==> config.mk <==
export PLATFORM = sky130hd
export DESIGN_NAME = o_reg_acc_bank
export DESIGN_NICKNAME = d
export VERILOG_FILES = /design/src/rtl/o_reg_pkg.sv /design/src/rtl/o_reg_sat_add.sv /design/src/rtl/o_reg_acc_bank.sv
export SDC_FILE = /design/constraint.sdc
export NUM_CORES = 1
export LEC_CHECK = 0
export CAP_MARGIN = 20
export CORE_MARGIN = 10
export CORE_UTILIZATION = 60
export CTS_CLUSTER_SIZE = 40
export DETAILED_ROUTE_END_ITERATION = 10
export PLACE_DENSITY = 0.92
export SYNTH_ARGS = -nofsm -noshare
export SYNTH_HDL_FRONTEND = slang
export SYNTH_SLANG_ARGS = --single-unit
export TNS_END_PERCENT = 10
==> constraint.sdc <==
create_clock -name clk_i -period 21.8 [get_ports clk_i]
set_input_delay 3.27 -clock clk_i [delete_from_list [all_inputs] [get_ports clk_i]]
set_output_delay 3.27 -clock clk_i [all_outputs]
set_load 0.05 [all_outputs]
==> src/rtl/o_reg_pkg.sv <==
// Shared constants for the o_reg accumulator bank: value width, saturation bounds,
// and the width of the FIFO occupancy counter.
// Latency: n/a (package). Backpressure: n/a.
package o_reg_pkg;

  localparam int F_WIDTH_DEF = 8;
  localparam int I_WIDTH_DEF = 8;
  localparam int W           = F_WIDTH_DEF + I_WIDTH_DEF;

  // Clamp bounds for the default value width.
  localparam logic signed [W-1:0] SAT_MAX = {1'b0, {(W-1){1'b1}}};
  localparam logic signed [W-1:0] SAT_MIN = {1'b1, {(W-1){1'b0}}};

  // Counter must hold 0..depth inclusive.
  function automatic int cnt_width(input int depth);
    return $clog2(depth) + 1;
  endfunction

endpackage

==> src/rtl/o_reg_sat_add.sv <==
// Signed W-bit adder; with OREG_SAT_EN it clamps to the signed range and flags it,
// otherwise it wraps modulo 2^W and the flag stays 0.
// Latency: combinational. Backpressure: none.
module o_reg_sat_add #(
  parameter int W = 16
) (
  input  logic [W-1:0] a_i,
  input  logic [W-1:0] b_i,
  output logic [W-1:0] sum_o,
  output logic         sat_o
);

`ifdef OREG_SAT_EN
  localparam logic [W-1:0] MAXV = {1'b0, {(W-1){1'b1}}};
  localparam logic [W-1:0] MINV = {1'b1, {(W-1){1'b0}}};

  logic [W:0] sum_wide;

  // Add at W+1 bits; disagreeing top two bits mean the true sum left the W-bit range.
  always_comb begin
    sum_wide = {a_i[W-1], a_i} + {b_i[W-1], b_i};
    sat_o    = 1'b0;
    sum_o    = sum_wide[W-1:0];
    if (sum_wide[W] != sum_wide[W-1]) begin
      sat_o = 1'b1;
      sum_o = sum_wide[W] ? MINV : MAXV;
    end
  end
`else
  // Plain modulo-2^W add.
  always_comb begin
    sum_o = a_i + b_i;
    sat_o = 1'b0;
  end
`endif

endmodule

==> src/rtl/o_reg_acc_bank.sv <==
// N_CH-channel accumulator bank whose vector is committed into a DEPTH-entry show-ahead FIFO.
// Latency: push at edge k is visible on rd_valid_o/rd_data_o right after edge k.
// Backpressure: rd_ready_i stalls the drain; a push to a full FIFO without a pop is dropped and sets ovf_o.
// Optional: OREG_SAT_EN selects saturating accumulate (else wrap, sat_o stays 0).
module o_reg_acc_bank
  import o_reg_pkg::*;
#(
  parameter  int F_WIDTH = F_WIDTH_DEF,
  parameter  int I_WIDTH = I_WIDTH_DEF,
  parameter  int N_CH    = 4,
  parameter  int DEPTH   = 4,
  localparam int DW      = F_WIDTH + I_WIDTH,
  localparam int CW      = cnt_width(DEPTH)
) (
  input  logic               clk_i,
  input  logic               oreg_rst_i,
  input  logic [N_CH-1:0]    oreg_wr_en_i,
  input  logic               oreg_acc_i,
  input  logic [N_CH*DW-1:0] wr_data_i,
  input  logic               oreg_push_i,
  input  logic               rd_ready_i,
  output logic               rd_valid_o,
  output logic [N_CH*DW-1:0] rd_data_o,
  output logic [CW-1:0]      count_o,
  output logic               full_o,
  output logic               ovf_o,
  output logic [N_CH-1:0]    sat_o
);

  localparam int AW = $clog2(DEPTH);

  logic [DW-1:0]      acc_q [N_CH];
  logic [DW-1:0]      acc_d [N_CH];
  logic [DW-1:0]      lane_w [N_CH];
  logic [DW-1:0]      sum_w [N_CH];
  logic [N_CH-1:0]    clamp_w;
  logic [N_CH*DW-1:0] acc_vec_w;
  logic [N_CH*DW-1:0] mem_q [DEPTH];
  logic [AW-1:0]      wr_ptr_q, wr_ptr_d, rd_ptr_q, rd_ptr_d;
  logic [CW-1:0]      count_q, count_d;
  logic               ovf_q, ovf_d;
  logic [N_CH-1:0]    sat_q, sat_d;
  logic               rd_valid_w, pop_w, push_ok_w;

  for (genvar c = 0; c < N_CH; c++) begin : g_ch
    assign lane_w[c]               = wr_data_i[c*DW +: DW];
    assign acc_vec_w[c*DW +: DW]   = acc_q[c];
    o_reg_sat_add #(.W(DW)) u_add (
      .a_i   (acc_q[c]),
      .b_i   (lane_w[c]),
      .sum_o (sum_w[c]),
      .sat_o (clamp_w[c])
    );
  end

  assign rd_valid_w = (count_q != '0);
  assign pop_w      = rd_valid_w & rd_ready_i;
  // A full FIFO still takes a push when the head leaves in the same cycle.
  assign push_ok_w  = oreg_push_i & ((count_q < CW'(DEPTH)) | pop_w);

  // Next-state: accumulators, flags, pointers and occupancy.
  always_comb begin
    sat_d    = sat_q;
    ovf_d    = ovf_q | (oreg_push_i & ~push_ok_w);
    wr_ptr_d = push_ok_w ? wr_ptr_q + AW'(1) : wr_ptr_q;
    rd_ptr_d = pop_w     ? rd_ptr_q + AW'(1) : rd_ptr_q;
    count_d  = count_q;
    case ({push_ok_w, pop_w})
      2'b10:   count_d = count_q + CW'(1);
      2'b01:   count_d = count_q - CW'(1);
      default: count_d = count_q;
    endcase
    for (int c = 0; c < N_CH; c++) begin
      acc_d[c] = acc_q[c];
      if (push_ok_w) begin
        // Committed vector leaves; a same-cycle strobe starts the next one from its lane.
        acc_d[c] = oreg_wr_en_i[c] ? lane_w[c] : '0;
      end else if (oreg_wr_en_i[c]) begin
        acc_d[c] = oreg_acc_i ? sum_w[c] : lane_w[c];
        sat_d[c] = sat_q[c] | (oreg_acc_i & clamp_w[c]);
      end
    end
  end

  // State registers with synchronous reset.
  always_ff @(posedge clk_i) begin
    if (oreg_rst_i) begin
      for (int c = 0; c < N_CH; c++) acc_q[c] <= '0;
      wr_ptr_q <= '0;
      rd_ptr_q <= '0;
      count_q  <= '0;
      ovf_q    <= 1'b0;
      sat_q    <= '0;
    end else begin
      for (int c = 0; c < N_CH; c++) acc_q[c] <= acc_d[c];
      wr_ptr_q <= wr_ptr_d;
      rd_ptr_q <= rd_ptr_d;
      count_q  <= count_d;
      ovf_q    <= ovf_d;
      sat_q    <= sat_d;
    end
  end

  // FIFO storage; contents past count_q are never observed, so no reset is needed.
  always_ff @(posedge clk_i) begin
    if (!oreg_rst_i && push_ok_w) mem_q[wr_ptr_q] <= acc_vec_w;
  end

  assign rd_valid_o = rd_valid_w;
  assign rd_data_o  = rd_valid_w ? mem_q[rd_ptr_q] : '0;
  assign count_o    = count_q;
  assign full_o     = (count_q == CW'(DEPTH));
  assign ovf_o      = ovf_q;
  assign sat_o      = sat_q;

endmodule

== After elaboration in Yosys (flattened, before gate mapping) ==
Memories as Yosys holds them, arrays and structs flattened. A register that Yosys moved wholly into a read port is not among the register bits.
Index checks and enable logic that the tools add are counted.
W data, S select, Z words.
Word-level totals
  register bits: 8
  bits in writable memories: 320
  bits of input ports: 73
  memories kept: 2
Memory list
  mem_q: depth 4, bits a word 64, read ports 1, clocked after memory_dff 1, write ports 1, RTL line o_reg_acc_bank.sv:38  | logic [N_CH*DW-1:0] mem_q [DEPTH];
  acc_q: depth 4, bits a word 16, read ports 4, clocked after memory_dff 0, write ports 4, RTL line o_reg_acc_bank.sv:32  | logic [DW-1:0] acc_q [N_CH];
Cells by class
  order comparisons: 1
  multiplexer cells: 29
  bitwise operators: 10
  add/subtract/negate cells: 8
  reduce and logical (&&, ||, !) cells: 4
  equality and inequality tests: 3
Operators by type and width (count)
  $mux W16: 20
  $add A16 B16 Y16: 4
  $mux W64: 1
  $or A1 B1 Y1: 6
  $pmux W3 S2: 1
  $mux W1: 5
  $add A2 B1 Y2 const B: 2
  $mux W2: 2
  $add A3 B1 Y3 const B: 1
  $and A1 B1 Y1: 3
  $eq A3 B3 Y1 const B: 1
  $lt A3 B3 Y1 const B: 1
  $reduce_bool A3 Y1: 1
  $sub A3 B1 Y3 const B: 1
  $eq A2 B1 Y1 const B: 1
  $eq A2 B2 Y1 const B: 1
  $reduce_bool A2 Y1: 1
  $logic_and A1 B1 Y1: 1
  $logic_not A1 Y1: 1
  $not A1 Y1: 1

== Depth between registers and ports, before layout ==
  depth after elaboration: 7
  mapped depth: 13
  mapped depth without buffers: 10

== By module ==
A second synthesis with hierarchy kept.
Unflattened totals
  cells, all modules: 1265
  area total of the unflattened synthesis: 16575.9 um2
Modules (own cells, without submodules)
  o_reg_acc_bank: cells an instance 841, sequential area each 9248.9 um2, instances 1, area each 13300.3 um2
  o_reg_sat_add (g_ch[2].u_add ...): cells an instance 106, sequential area each 0.0 um2, instances 2, area each 820.8 um2
  o_reg_sat_add (g_ch[0].u_add ...): cells an instance 106, sequential area each 0.0 um2, instances 2, area each 817.0 um2

== Least setup slack after synthesis ==
Ideal clock, no wire load.
  path kind: input -> register
  from: in rd_ready_i
  to: mem mem_q[1][0] (netlist name), enable pin
  buffers on the path: 3
  slack: 12.354 ns
  cell stages on the path: 8
  required time: 21.222 ns
  arrival time: 8.868 ns
  path through: inv_1 > nand2_1 > and2_1 > buf_2 > inv_2 > clkbuf_1 > buf_1 > nor3b_1
Between the ends
  cells in the longest elaborated chain, start to end: 6
Ends and longest elaborated chain
  start: declaration: RTL line o_reg_acc_bank.sv:21  | input logic rd_ready_i,
  $and A1 B1 Y1: RTL line o_reg_acc_bank.sv:57  | assign pop_w = rd_valid_w & rd_ready_i;
  $or A1 B1 Y1: RTL line o_reg_acc_bank.sv:59  | assign push_ok_w = oreg_push_i & ((count_q < CW'(DEPTH)) | pop_w);
  $and A1 B1 Y1: RTL line o_reg_acc_bank.sv:59
  $logic_and A1 B1 Y1: RTL line o_reg_acc_bank.sv:106  | if (!oreg_rst_i && push_ok_w) mem_q[wr_ptr_q] <= acc_vec_w;
  $mux W1: RTL line o_reg_acc_bank.sv:106
  $mux W1 (not written as such): RTL line o_reg_acc_bank.sv:106
  end: declaration: RTL line o_reg_acc_bank.sv:38
No other way between the ends.

==> flow_summary_export.csv <==
group,metric,value,unit
status,outcome,"complete, no violations",
logic_synthesis,netlist.area_leader.share,0.4904,
sta,final_min_period_over_clock_period,0.3127,
finish,finish.utilization,0.7092,
clock_network,htree_levels,1,
logic_synthesis,async_reset_ff_frac,0,
sta,final_period_minus_worst_setup_slack,6817,ps
worst_setup_path,critical_path.startpoint_type,"flip-flop",
clock_network,ctsRootBufferMaster,"clkbuf_16",
die,chipWidth,181.6,um
die,placement_rows,59,
pwr,power_density,108.2,nW/um2
route,detail_route.vias_per_cell,6.261,
logic_synthesis,post_synthesis_average_cell_area,13.16,um2
die,pin_count,147,
sta,timing_hold_violations_final,0,
placed_design,pre_cts_ws,15370,ps
logic_synthesis,ys_seq_area_frac,0.5849,
sta,fmax,0.1467,GHz
finish,nFillCells,1687,
logic_synthesis,synth_seq_cells,330,
placed_design,routabilityCongestion,0.9395,
sta,report.final.slew_viol_count,0,
sta,report.final.setup_viol,0,
finish,nNetsFinal,1462,
worst_setup_path,cp.required,18530,ps
finish,layout.area.seq,9174,um2
global_routing,grt_use_total,0.2244,
clock_network,numCtsBuffers,31,
logic_synthesis,post_syn_area,15680,um2
route,avgRoutedWirePerCell,22.66,um
finish,drive_above_1_share,0.1072,
sta,fin_skew,10.22,ps
route,vias,10510,
worst_setup_path,cp-end-kind,"output pin",
clock_network,cts-root-to-sink-buffers,3,
pwr,static-leakage-power,6.503,nW
die,die_y,181.6,um
sta,unrepaired_setup_endpoints_after_global_routing,"no",
clock_network,ctsHoldBuffers,0,
clock_network,cts_repair_resize_count,0,
clock_network,cts.sinks,330,
route,detail-route-antenna-nets,0,
worst_setup_path,worstSetupPathType,"flip-flop to output pin",
sta,maxSlewHeadroom,0.3461,
finish,area_of_combinational_cells_with_multiple_inputs,6180,um2
global_routing,first_global_vias,10770,
route,firstDrtPassIters,5,
clock_network,post_cts_buffers,0,
finish,n_antenna_cell,0,
die,start_util,0.6050,
route,detail_route.wirelength,38.02,mm
placed_design,dpl.hpwl,24.56,mm
global_routing,grt_antenna_before_repair,0,
logic_synthesis,synth_ff_type,"edfxtp_1",
worst_setup_path,critPathArrivalTime,3550,ps
logic_synthesis,ys.warnings.count,0,
die,design.core.area,25910,um2
clock_network,cts_tree,"yes",
worst_hold_path,min_path_type,"flip-flop to flip-flop",
logic_synthesis,synth.area.top_cells,"edfxtp_1 49%, dfxtp_1 9.5%, mux4_2 9.2%, ha_1 5.2%, and2_1 2.9%",
logic_synthesis,synth_top_cell_by_area,"edfxtp_1",
sta,final_critical_path_setup_slack,14980,ps
logic_synthesis,synthCells,1191,
worst_setup_path,worst-path-max-fanout,34,
sta,timing.setup.tns,0,ps
global_routing,grt_max_degree,80,
sta,worst_slew_pin_slew,977.2,ps
global_routing,globalRouteOverflowTotal,0,
clock_network,clk-insertion-delay-late,560,ps
pwr,vdd.ir_drop.worst,0.0001255,V
logic_synthesis,synth-edff-count,256,
flow_run,cap_viol_max_count,0,
clock_network,cts.reportedPaths.clkPinSlew,70,ps
logic_synthesis,number_of_distinct_library_cells_after_synthesis,65,
global_routing,wire_length_of_the_first_global_routing_pass,59.73,mm
route,drt-initial-drc-count,838,
route,route.detailed.drc,0,
finish,layout-area-overhead-vs-synth,17.22,%
die,design.die.area,32990,um2
placed_design,placement.io_buffers,142,
==> power by group <==
part	internal, mW	leakage (nW)	switching [mW]
clock network	0.291	0.474	0.225
logic	0.279	3.04	0.425
registers	0.721	2.99	0.0460
total	1.29	6.50	0.696
==> cells in the final DEF (no fill, tap or decap), types with 13 or more instances in the layout <==
master and instances:
nand2_1 89, a21oi_1 73, xnor2_1 34, a21o_1 19, nand3_1 13, clkdlybuf4s50_1 141
a22oi_1 40, and2_1 73, dfxtp_1 72, xor2_1 19, nor2_1 83, clkbuf_16 31
inv_1 22, o22ai_1 18, o21ai_0 61, ha_1 65, edfxtp_1 256, mux4_2 64
==> logic make-up (layout without fill, tap and decap cells) <==
| group | Yosys count | in the layout | synth area share |
|---|---|---|---|
| multiplexers | 67 | 67 | 0.09386 |
| AND/OR/NAND/NOR | 304 | 304 | 0.09323 |
| adder cells (fa/ha/maj) | 70 | 70 | 0.05827 |
| buffers and inverters | 87 | 236 | 0.02315 |
| other | 1 | 4 | 0.0002392 |
| XOR/XNOR | 53 | 53 | 0.02961 |
| flip-flops | 330 | 330 | 0.5849 |
| AO/OA/AOI/OAI | 279 | 279 | 0.1168 |
==> final timing paths <==
check | slack, ps | start | depth (start not counted) | to
hold / removal | 500 | wr_ptr_q[1] | 2 | wr_ptr_q[1]
setup / recovery | 14980 | flip-flop | 4 | rd_data_o[63]
hold reg to reg | 500 | wr_ptr_q[1] | 2 | wr_ptr_q[1]
setup reg to reg | 18640 | count_o[2] | 10 | count_o[2]
==> sequential cells by signal (all words and copies together), names as in the netlist, named ones only <==
signal	cells
wr_ptr_q	2
ovf_o	1
acc_q	64
count_o	3
mem_q	256
rd_ptr_q	2
==> layer usage <==
metal	track usage	wire length (um)	vias up
met3	0.04115	3227	78
met5	0	0	-
met1	0.2864	14670	5173
li1	-	-	4798
met4	0.06215	963	0
met2	0.3845	19160	457
==> Yosys cell counts (all sizes together) (3+ instances only) <==
cell	instances
o2111ai	6
inv	23
a211oi	8
a21oi	75
nand2	90
a22oi	40
a311oi	6
edfxtp	256
o21ai	61
o211ai	9
mux4	64
xor2	19
nand4	3
nor3b	5
dfxtp	74
nand3b	5
xnor2	34
buf	14
nor2b	3
or3	4
mux2i	3
fa	5
nor2	83
nor3	12
nand3	13
a21o	19
and3	4
and2	74
o31ai	4
clkbuf	50
ha	65
a222oi	3
a31oi	5
o21bai	9
o22ai	18
==> per-stage QoR <==
| stage | hold slack, ps | power (mW) | instances | area (um2) |
|---|---|---|---|---|
| final | 497.0 | 1.987 | 1678 | 18380 |
| after global routing | 531.2 | 2.065 | 1678 | 18380 |
| after CTS | 498.0 | 1.990 | 1676 | 18330 |
| after detailed placement | 489.0 | 1.476 | 1619 | 17370 |
| after global placement | 478.7 | 1.461 | 1619 | 17370 |
| after floorplan | 469.2 | 1.267 | 1194 | 15690 |
==> final cells by class <==
class,instances,area share
Clock buffer,48,0.04841
Multi-Input combinational cell,777,0.3363
Clock inverter,9,0.003949
Sequential cell,330,0.4993
Timing Repair Buffer,156,0.08457
Inverter,23,0.004698
Tap cell,335,0.02281
==> critical path: stages, from the launching register on <==
cell,delay [ps]
dfxtp_4,760
buf_4,710
mux4_2,600
and2_1,190
clkdlybuf4s50_1,710
(Power assumes the default switching activity.)
